File: config.mk
export PLATFORM = sky130hd
export DESIGN_NAME = result_collector
export DESIGN_NICKNAME = d
export VERILOG_FILES = /design/src/rtl/result_collector.sv
export SDC_FILE = /design/constraint.sdc
export NUM_CORES = 1
export LEC_CHECK = 0
export ABC_AREA = 0
export CAP_MARGIN = 25
export CORE_ASPECT_RATIO = 0.7
export CORE_MARGIN = 1.5
export CORE_UTILIZATION = 45
export DETAILED_ROUTE_END_ITERATION = 10
export DONT_BUFFER_PORTS = 1
export PLACE_DENSITY_LB_ADDON = 0.15
export SLEW_MARGIN = 15
export SYNTH_ARGS = -nofsm -noshare
export SYNTH_HDL_FRONTEND = slang
export SYNTH_SLANG_ARGS = --single-unit
File: constraint.sdc
create_clock -name m_clk -period 2.9 [get_ports m_clk]
set_clock_uncertainty 0.2 [all_clocks]
set_input_delay 0.435 -clock m_clk [delete_from_list [all_inputs] [get_ports m_clk]]
set_output_delay 0.435 -clock m_clk [all_outputs]
set_load 0.03 [all_outputs]
File: src/rtl/result_collector.sv
// Collects PE results via a round-robin one-hot grant and writes them to the layer buffer.
// Optional ReLU on written data is enabled by the COLLECTOR_ACT_EN macro.
module result_collector #(
   parameter int NUM_PE = 4,
   parameter int DATA_W = 16,
   parameter int CNT_W  = 8
) (
   input  logic                     m_clk,
   input  logic                     rst,
   input  logic                     en,
   input  logic [3:0]               layer_index,
   input  logic [3:0]               p_index_in,
   input  logic                     need_act,
   input  logic [CNT_W-1:0]         out_count,
   input  logic [NUM_PE-1:0]        pe_valid,
   input  logic [NUM_PE*DATA_W-1:0] pe_data,
   output logic [NUM_PE-1:0]        pe_ready,
   output logic                     wr_en,
   output logic [8+CNT_W-1:0]       wr_addr,
   output logic [DATA_W-1:0]        wr_data,
   output logic                     busy,
   output logic                     all_done
);

   localparam int PTR_W = (NUM_PE > 1) ? $clog2(NUM_PE) : 1;

   typedef enum logic [1:0] {
      IDLE,
      COLLECT,
      DONE
   } state_t;

   state_t             state;
   state_t             state_nxt;

   logic [3:0]         layer_q;
   logic [3:0]         pidx_q;
   logic               act_q;
   logic [CNT_W-1:0]   cnt_q;
   logic [CNT_W-1:0]   offset;
   logic [PTR_W-1:0]   ptr;

   logic [NUM_PE-1:0]  grant;
   logic [PTR_W-1:0]   grant_idx;
   logic               grant_any;
   logic               last_xfer;
   logic [PTR_W:0]     scan_sum;
   logic [PTR_W-1:0]   scan_idx;

   logic [DATA_W-1:0]  pe_word [NUM_PE];
   logic [DATA_W-1:0]  sel_data;
   logic [DATA_W-1:0]  out_data;

   always_comb begin
      for (int i = 0; i < NUM_PE; i++) begin
         pe_word[i] = pe_data[i*DATA_W +: DATA_W];
      end
   end

   // Scan from the pointer (the PE after the last grant); first valid PE wins.
   always_comb begin
      grant     = '0;
      grant_idx = '0;
      grant_any = 1'b0;
      scan_sum  = '0;
      scan_idx  = '0;
      if (state == COLLECT) begin
         for (int k = 0; k < NUM_PE; k++) begin
            scan_sum = {1'b0, ptr} + (PTR_W+1)'(k);
            if (scan_sum >= (PTR_W+1)'(NUM_PE)) begin
               scan_sum = scan_sum - (PTR_W+1)'(NUM_PE);
            end
            scan_idx = scan_sum[PTR_W-1:0];
            if (!grant_any && pe_valid[scan_idx]) begin
               grant[scan_idx] = 1'b1;
               grant_idx       = scan_idx;
               grant_any       = 1'b1;
            end
         end
      end
   end

   assign pe_ready  = grant;
   assign sel_data  = pe_word[grant_idx];
   assign last_xfer = grant_any && (({1'b0, offset} + 1'b1) == {1'b0, cnt_q});

`ifdef COLLECTOR_ACT_EN
   assign out_data = (act_q && sel_data[DATA_W-1]) ? '0 : sel_data;
`else
   logic unused_act;
   assign unused_act = act_q;
   assign out_data   = sel_data;
`endif

   always_comb begin
      state_nxt = state;
      case (state)
         IDLE: begin
            if (en) begin
               state_nxt = (out_count == '0) ? DONE : COLLECT;
            end
         end
         COLLECT: begin
            if (last_xfer) begin
               state_nxt = DONE;
            end
         end
         DONE:    state_nxt = IDLE;
         default: state_nxt = IDLE;
      endcase
   end

   always_ff @(posedge m_clk) begin
      if (!rst) begin
         state <= IDLE;
      end else begin
         state <= state_nxt;
      end
   end

   always_ff @(posedge m_clk) begin
      if (!rst) begin
         layer_q  <= '0;
         pidx_q   <= '0;
         act_q    <= 1'b0;
         cnt_q    <= '0;
         offset   <= '0;
         ptr      <= '0;
         wr_en    <= 1'b0;
         wr_addr  <= '0;
         wr_data  <= '0;
         all_done <= 1'b0;
      end else begin
         wr_en    <= grant_any;
         // Registered into DONE so the pulse lines up with the final write.
         all_done <= (state_nxt == DONE);
         if (state == IDLE && en) begin
            layer_q <= layer_index;
            pidx_q  <= p_index_in;
            act_q   <= need_act;
            cnt_q   <= out_count;
            offset  <= '0;
         end
         if (grant_any) begin
            wr_data <= out_data;
            wr_addr <= {layer_q, pidx_q, offset};
            offset  <= offset + 1'b1;
            ptr     <= (grant_idx == PTR_W'(NUM_PE-1)) ? '0 : grant_idx + 1'b1;
         end
      end
   end

   assign busy = (state == COLLECT);

endmodule

==> results.ini, run 1 <==
[run_status]
status=complete, but fails checks
failed_checks=setup timing

[cells_and_area]
nFillCells=704
nets=524
drive_above_1_share=0.158
area_growth_pct=14.3
antenna_cells=0
seqCellArea_um2=1250
multiInputGateArea_um2=2200
fin_area_um2=3990
finalNonFillerCells=528

[routing]
antenna_left=0
drc=0
wire_per_inst_um=17.2
drt-initial-drc-count=192
wirelength_um=9060
via_per_inst=5.79
dr.pass1.iters=4
vias=3055

[sta]
maxSlewViolCount=0
hold_slack_ns=0.0315
hold_viol=0
tns_ns=-0.000792
setup_ws_ns=-0.000792
slew_headroom=0.594
tightest_slew_ns=0.609
grt_setup_unrepaired=true
setup_violations=1
finalCriticalPeriod_ns=2.90
post-route-period-util=1.00
fmax_ghz=0.345

[clock_network]
cts.sink_count=62
h-tree-depth=3
cts.path.max_buffers=2
clk_latency_ns=0.34
cts_tree=done
cts_root_buf=clkbuf_8
clk_pin_slew_ns=0.06
numCtsBuffers=9

[placed_design]
placed_area_um2=3680
portBuffers=0
place_inst=509
hpwl_um=6360
place_congestion=0.829

[floorplanning]
initial_utilization=0.472
io_pins=127
die_h_um=76.6
core_um2=7380
rows=26
die_x_um=108
fp.dieArea_um2=8290

[logic_synthesis]
yosysSeqAreaShare=0.356
syn_inst=421
synth_top_family_by_area=compound AO/OA/AOI/OAI gates
syn-num-nets=518
postSynthAreaPerCell_um2=8.28
synth_area_leaders=dfxtp_1 (36%), nand2_1 (8.4%), a21boi_0 (8.0%), mux2i_1 (6.0%), nand3_1 (3.6%)
yosysMostFrequentCell=nand2_1
async_flop_share=0
yosys-top-cells-count=nand2_1 (78), dfxtp_1 (62), a21boi_0 (37)
synth_top_area_share=0.356
yosys_warnings=0
synthAdderAreaFrac=0.0323
yosysTopAreaCell=dfxtp_1
synthMuxAreaShare=0.0797
ys.flop_type=dfxtp_1
synth_xor_area_frac=0.0327
syn_area_um2=3490
synth-edff-count=0
yosysUniqueCellTypes=50
yosys.area_share.simple=0.221
synth-compound-area-share=0.234
synth_seq_cells=62

[power]
vdd_drop_max_uv=373
combinationalPowerShare=0.261
power_frac_clock=0.288
p_leak_nw=1.49
p_int_mw=1.48
switchingPower_uw=728
switching_share=0.329
total_power_mw=2.21
seqPwrFrac=0.451
powerDensity_nw_per_um2=555

[flow_run]
cap_violations=0

[worst_setup_path]
cp.arrival_ns=2.27
start_kind=flop
worstPathRequired_ns=2.27
critical_path_class=flop to output pin
crit_fanout=5
worstSetupEndpointType=output pin

[grt]
grt_pass1_vias=2909
grt_pass1_wl_um=14700
antenna_found_initial=0
grtUsageTotal=0.225
grt_overflow=0
grt_max_degree=61

[min_path]
hold_class=input port to flop

==> logic make-up after synthesis <==
family | after synthesis
AND/OR/NAND/NOR | 167
multiplexers | 24
flip-flops | 62
AO/OA/AOI/OAI | 112
buffers and inverters | 34
adder cells (fa/ha/maj) | 9
XOR/XNOR | 13
==> worst max-delay path, cell delays in order, from the launching register on <==
cell	delay, ns
dfxtp_4	0.37
inv_4	0.04
ha_4	0.28
mux4_2	0.40
buf_6	0.16
a22oi_2	0.19
nor2_2	0.07
a221oi_2	0.20
nor2_2	0.09
buf_12	0.14
==> cell usage in the layout (no fill, tap or decap), types with 3 or more instances in the layout <==
cell type / Yosys / layout
mux4_2: 3 / 3
nor2_1: 20 / 14
clkbuf_8: 0 / 10
buf_6: 3 / 3
nand4_1: 3 / 3
buf_12: 0 / 4
nand3_1: 25 / 25
and2_1: 4 / 4
o21ai_0: 22 / 21
nand2_1: 78 / 78
and3_1: 3 / 3
mux2i_1: 21 / 21
a21boi_0: 37 / 37
a221oi_2: 0 / 4
o211ai_1: 7 / 7
nand2b_1: 4 / 4
buf_4: 0 / 17
nor2b_1: 6 / 5
o221ai_1: 4 / 4
a21o_1: 7 / 7
a21oi_1: 6 / 5
nor4_1: 3 / 3
ha_1: 9 / 8
nor3_1: 12 / 12
a211oi_1: 5 / 5
a22oi_2: 0 / 3
xnor2_1: 12 / 10
inv_1: 5 / 3
dfxtp_1: 62 / 60
a22oi_1: 6 / 3
nor2_2: 0 / 6
==> final timing paths <==
check | startpoint | endpoint | slack (ns) | cells past startpoint
worst max register to register | ptr[0] | wr_data[4] | 0.17 | 10
worst max-delay path | ptr[0] | pe_ready[2] | -0.0008 | 9
worst min register to register | layer_q[3] | layer_q[3] | 0.26 | 2
worst min-delay path | rst | offset[7] | 0.03 | 1
==> flip-flops by register name (all words and copies together) (netlist names) <==
signal    flops
all_done      1
state         2
layer_q       4
cnt_q         8
wr_en         1
pidx_q        4
wr_addr      16
offset        8
ptr           2
wr_data      16
==> power by group through the flow <==
stage | Combinational (mW) | Sequential (mW) | Clock, mW
floorplan | 0.385 | 1.01 | 0
global placement | 0.484 | 1.01 | 0
detailed placement | 0.492 | 1.01 | 0
CTS | 0.533 | 0.996 | 0.663
global route | 0.630 | 1.00 | 0.705
finish | 0.577 | 0.997 | 0.636
==> timing repair <==
action,CTS,global route
pin swaps,1,12
endpoints found under the hold margin,0,0
setup buffers,4,2
setup endpoints to repair,8,10
resized for setup,12,16
hold buffers,0,0
==> metrics by stage <==
step                worst slack [ns]   util
global route                 -0.0926  0.540
global placement              0.0644  0.499
floorplan                     0.0284      -
detailed placement           -0.0414  0.499
finish                     -0.000792  0.540
CTS                           0.0138  0.531
==> metal layers <==
| layer | global-route usage | wire length (µm) | share of wire | vias up |
|---|---|---|---|---|
| li1 | - | - | - | 1514 |
| met1 | 0.329 | 4430 | 0.49 | 1428 |
| met2 | 0.311 | 3890 | 0.43 | 104 |
| met3 | 0.0761 | 651 | 0.072 | 9 |
| met4 | 0.0605 | 85 | 0.0094 | 0 |
| met5 | 0 | 0 | 0 | - |
==> layout make-up <==
| cell class | instances | share of cell area |
|---|---|---|
| clock buffers | 12 | 0.0364 |
| clock inverters | 2 | 0.00251 |
| inverters | 5 | 0.00534 |
| multi-input cells | 325 | 0.552 |
| flip-flops and latches | 62 | 0.313 |
| well taps | 98 | 0.0308 |
| repair buffers | 24 | 0.0606 |
Power figures use the tool's default switching activity.
==> run 2: changes to the inputs <==
==> constraint.sdc (replaced) <==
create_clock -name m_clk -period 2.9 [get_ports m_clk]
set_clock_uncertainty 0.2 [all_clocks]
set_input_delay 0.725 -clock m_clk [delete_from_list [all_inputs] [get_ports m_clk]]
set_output_delay 0.725 -clock m_clk [all_outputs]
set_load 0.03 [all_outputs]
==> run 2 against run 1 <==
Against the previous run:
- the run still ends with setup timing left
- via count up 1.8%
- total power increased by 9.9%
- sequential power about the same
- non-clock buffer count up 6
- final cell count rose by 1.5%
- clock-buffer cell count down 2
- maximum frequency is 4.2% lower
- global-route usage increased by 0.062 points
- worst hold slack better by 0.23 ns
- sequential share of layout area down 1.2 points
- critical path type unchanged
- critical endpoint is now pe_ready[0]
- largest power group unchanged
- highest routed layer unchanged
==> results.ini, run 2 (same netlist as run 1, synthesis figures left out) <==
[run_status]
status=complete, but fails checks  ; unchanged
failed_checks=setup timing  ; unchanged

[sta]
fmax_ghz=0.330  ; was 0.345 GHz
setup_violations=4  ; was 1
maxSlewViolCount=0  ; unchanged
post-route-period-util=1.04  ; was 1.00
hold_viol=0  ; unchanged
slew_headroom=0.569  ; was 0.594
finalCriticalPeriod_ns=3.03  ; was 2.90 ns
setup_ws_ns=-0.129  ; was -0.000792 ns
grt_setup_unrepaired=true  ; unchanged
tightest_slew_ns=0.647  ; was 0.609 ns

[routing]
antenna_left=0  ; unchanged
drt-initial-drc-count=222  ; was 192
wire_per_inst_um=17.7  ; was 17.2 µm
vias=3111  ; was 3,055
wirelength_um=9510  ; was 9060 µm
via_per_inst=5.80  ; was 5.79
drc=0  ; unchanged
dr.pass1.iters=6  ; was 4

[power]
power_frac_clock=0.339  ; was 0.288
switching_share=0.317  ; was 0.329
powerDensity_nw_per_um2=587  ; was 555 nW/µm²
total_power_mw=2.43  ; was 2.21 mW
p_int_mw=1.66  ; was 1.48 mW
seqPwrFrac=0.411  ; was 0.451
p_leak_nw=1.56  ; was 1.49 nW
combinationalPowerShare=0.250  ; was 0.261
vdd_drop_max_uv=288  ; was 373 µV
switchingPower_uw=770  ; was 728 µW

[clock_network]
cts_root_buf=clkbuf_8  ; unchanged
holdBufCountCts=0  ; unchanged
cts_tree=done  ; unchanged
numCtsBuffers=9  ; unchanged
cts.path.max_buffers=2  ; unchanged
h-tree-depth=3  ; unchanged
cts.sink_count=62  ; unchanged
clk_latency_ns=0.33  ; was 0.34 ns
clk_pin_slew_ns=0.07  ; was 0.06 ns

[cells_and_area]
antenna_cells=0  ; unchanged
nets=530  ; was 524
final_cell_mix=nand2_1 (78), dfxtp_1 (60), a21boi_0 (37)  ; unchanged
finalNonFillerCells=536  ; was 528
largestRegisters=wr_addr: 16 flops, wr_data: 16 flops  ; unchanged
drive_above_1_share=0.178  ; was 0.158
area_growth_pct=18.7  ; was 14.3%
layout_commonest_cell=nand2_1  ; unchanged

[floorplanning]
core_um2=7380  ; unchanged
die_h_um=76.6  ; unchanged
die_x_um=108  ; unchanged
fp.dieArea_um2=8290  ; unchanged
initial_utilization=0.472  ; unchanged
io_pins=127  ; unchanged
rows=26  ; unchanged

[worst_setup_path]
worstPathRequired_ns=1.98  ; was 2.27 ns
critical_path_class=flop to output pin  ; unchanged
rrSetupSlack_ns=0.08  ; was 0.17 ns
rr_endpoint=wr_data[10]  ; was wr_data[4]
crit_fanout=6  ; was 5
rr_worst_depth=10  ; unchanged
worstSetupEndpointType=output pin  ; unchanged
cp.arrival_ns=2.10  ; was 2.27 ns
start_kind=flop  ; unchanged
rr_startpoint=ptr[0]  ; unchanged

[placed_design]
portBuffers=0  ; unchanged
place_congestion=0.851  ; was 0.829
place_ws_ns=-0.254  ; was -0.0414 ns
place_inst=504  ; was 509
hpwl_um=6540  ; was 6360 µm

[min_path]
worstHoldStart=layer_q[0]  ; was rst
min_path_cells=2  ; was 1
hold_class=flop to flop  ; was input port to flop
min_to=wr_addr[12]  ; was offset[7]

[grt]
grt_pass1_wl_um=14800  ; was 14,700 µm
grtUsageTotal=0.226  ; was 0.225
antenna_found_initial=0  ; unchanged
grt_max_degree=61  ; unchanged
grt_overflow=0  ; unchanged
grt_pass1_vias=2906  ; was 2,909

[flow_run]
cap_violations=0  ; unchanged

run 2: layout make-up:
cell class / instances / area [µm²]
timing repair buffer: 30 / 294
clock buffer: 10 / 128
inverter: 5 / 23.8
clock inverter: 6 / 86.3
tap: 98 / 123
fill: 674 / 3250
sequential: 62 / 1250
multi-input combinational: 325 / 2240
run 2: repair_timing:
action | 4_1_cts | 5_1_grt
pin swaps | 8 | 7
cloned | 0 | 3
endpoints found under the setup margin | 12 | 11
buffers inserted | 7 | 6
resized for setup | 6 | 11
run 2: worst max path at each step:
stage	from	endpoint	slack (ns)	cells past startpoint
2_1_floorplan	pe_valid[1]	pe_ready[0]	-0.009	7
5_1_grt	ptr[0]	pe_ready[3]	-0.28	9
6_report	ptr[0]	pe_ready[0]	-0.13	8
4_1_cts	ptr[0]	pe_ready[0]	-0.14	8
3_5_place_dp	pe_valid[1]	wr_data[2]	-0.25	7
3_3_place_gp	pe_valid[1]	wr_data[4]	-0.19	7
run 2: layer usage:
| layer | share of wire | global-route usage | up-vias | routed length (µm) |
|---|---|---|---|---|
| met3 | 0.085 | 0.0770 | 6 | 806 |
| met5 | 0 | 0 | - | 0 |
| met1 | 0.49 | 0.329 | 1447 | 4700 |
| met2 | 0.41 | 0.315 | 132 | 3930 |
| li1 | - | - | 1526 | - |
| met4 | 0.0074 | 0.0566 | 0 | 70 |
run 2: stage by stage:
step / util / area, µm² / hold WS, ns / setup TNS, ns
after global placement: 0.498 / 3680 / 0.251 / -0.947
after detailed placement: 0.498 / 3680 / 0.258 / -1.33
after CTS: 0.540 / 3990 / 0.266 / -0.501
final: 0.560 / 4140 / 0.263 / -0.500
after floorplan: - / 3580 / 0.241 / -0.0348
after global routing: 0.560 / 4140 / 0.285 / -1.07
run 2: worst max-delay path: stages, from the launching register on:
cell	delay [ns]
dfxtp_4	0.38
inv_6	0.04
ha_4	0.28
mux4_2	0.39
nor2b_4	0.20
a22oi_1	0.09
nor2_1	0.14
a221oi_2	0.06
nor2_4	0.19
run 2: power groups by stage:
stage / clock network, mW / logic [mW] / registers [mW]
global placement: 0 / 0.494 / 1.02
detailed placement: 0 / 0.506 / 1.02
floorplan: 0 / 0.416 / 1.01
finish: 0.822 / 0.608 / 0.998
CTS: 0.845 / 0.549 / 0.998
global route: 0.889 / 0.662 / 1.00
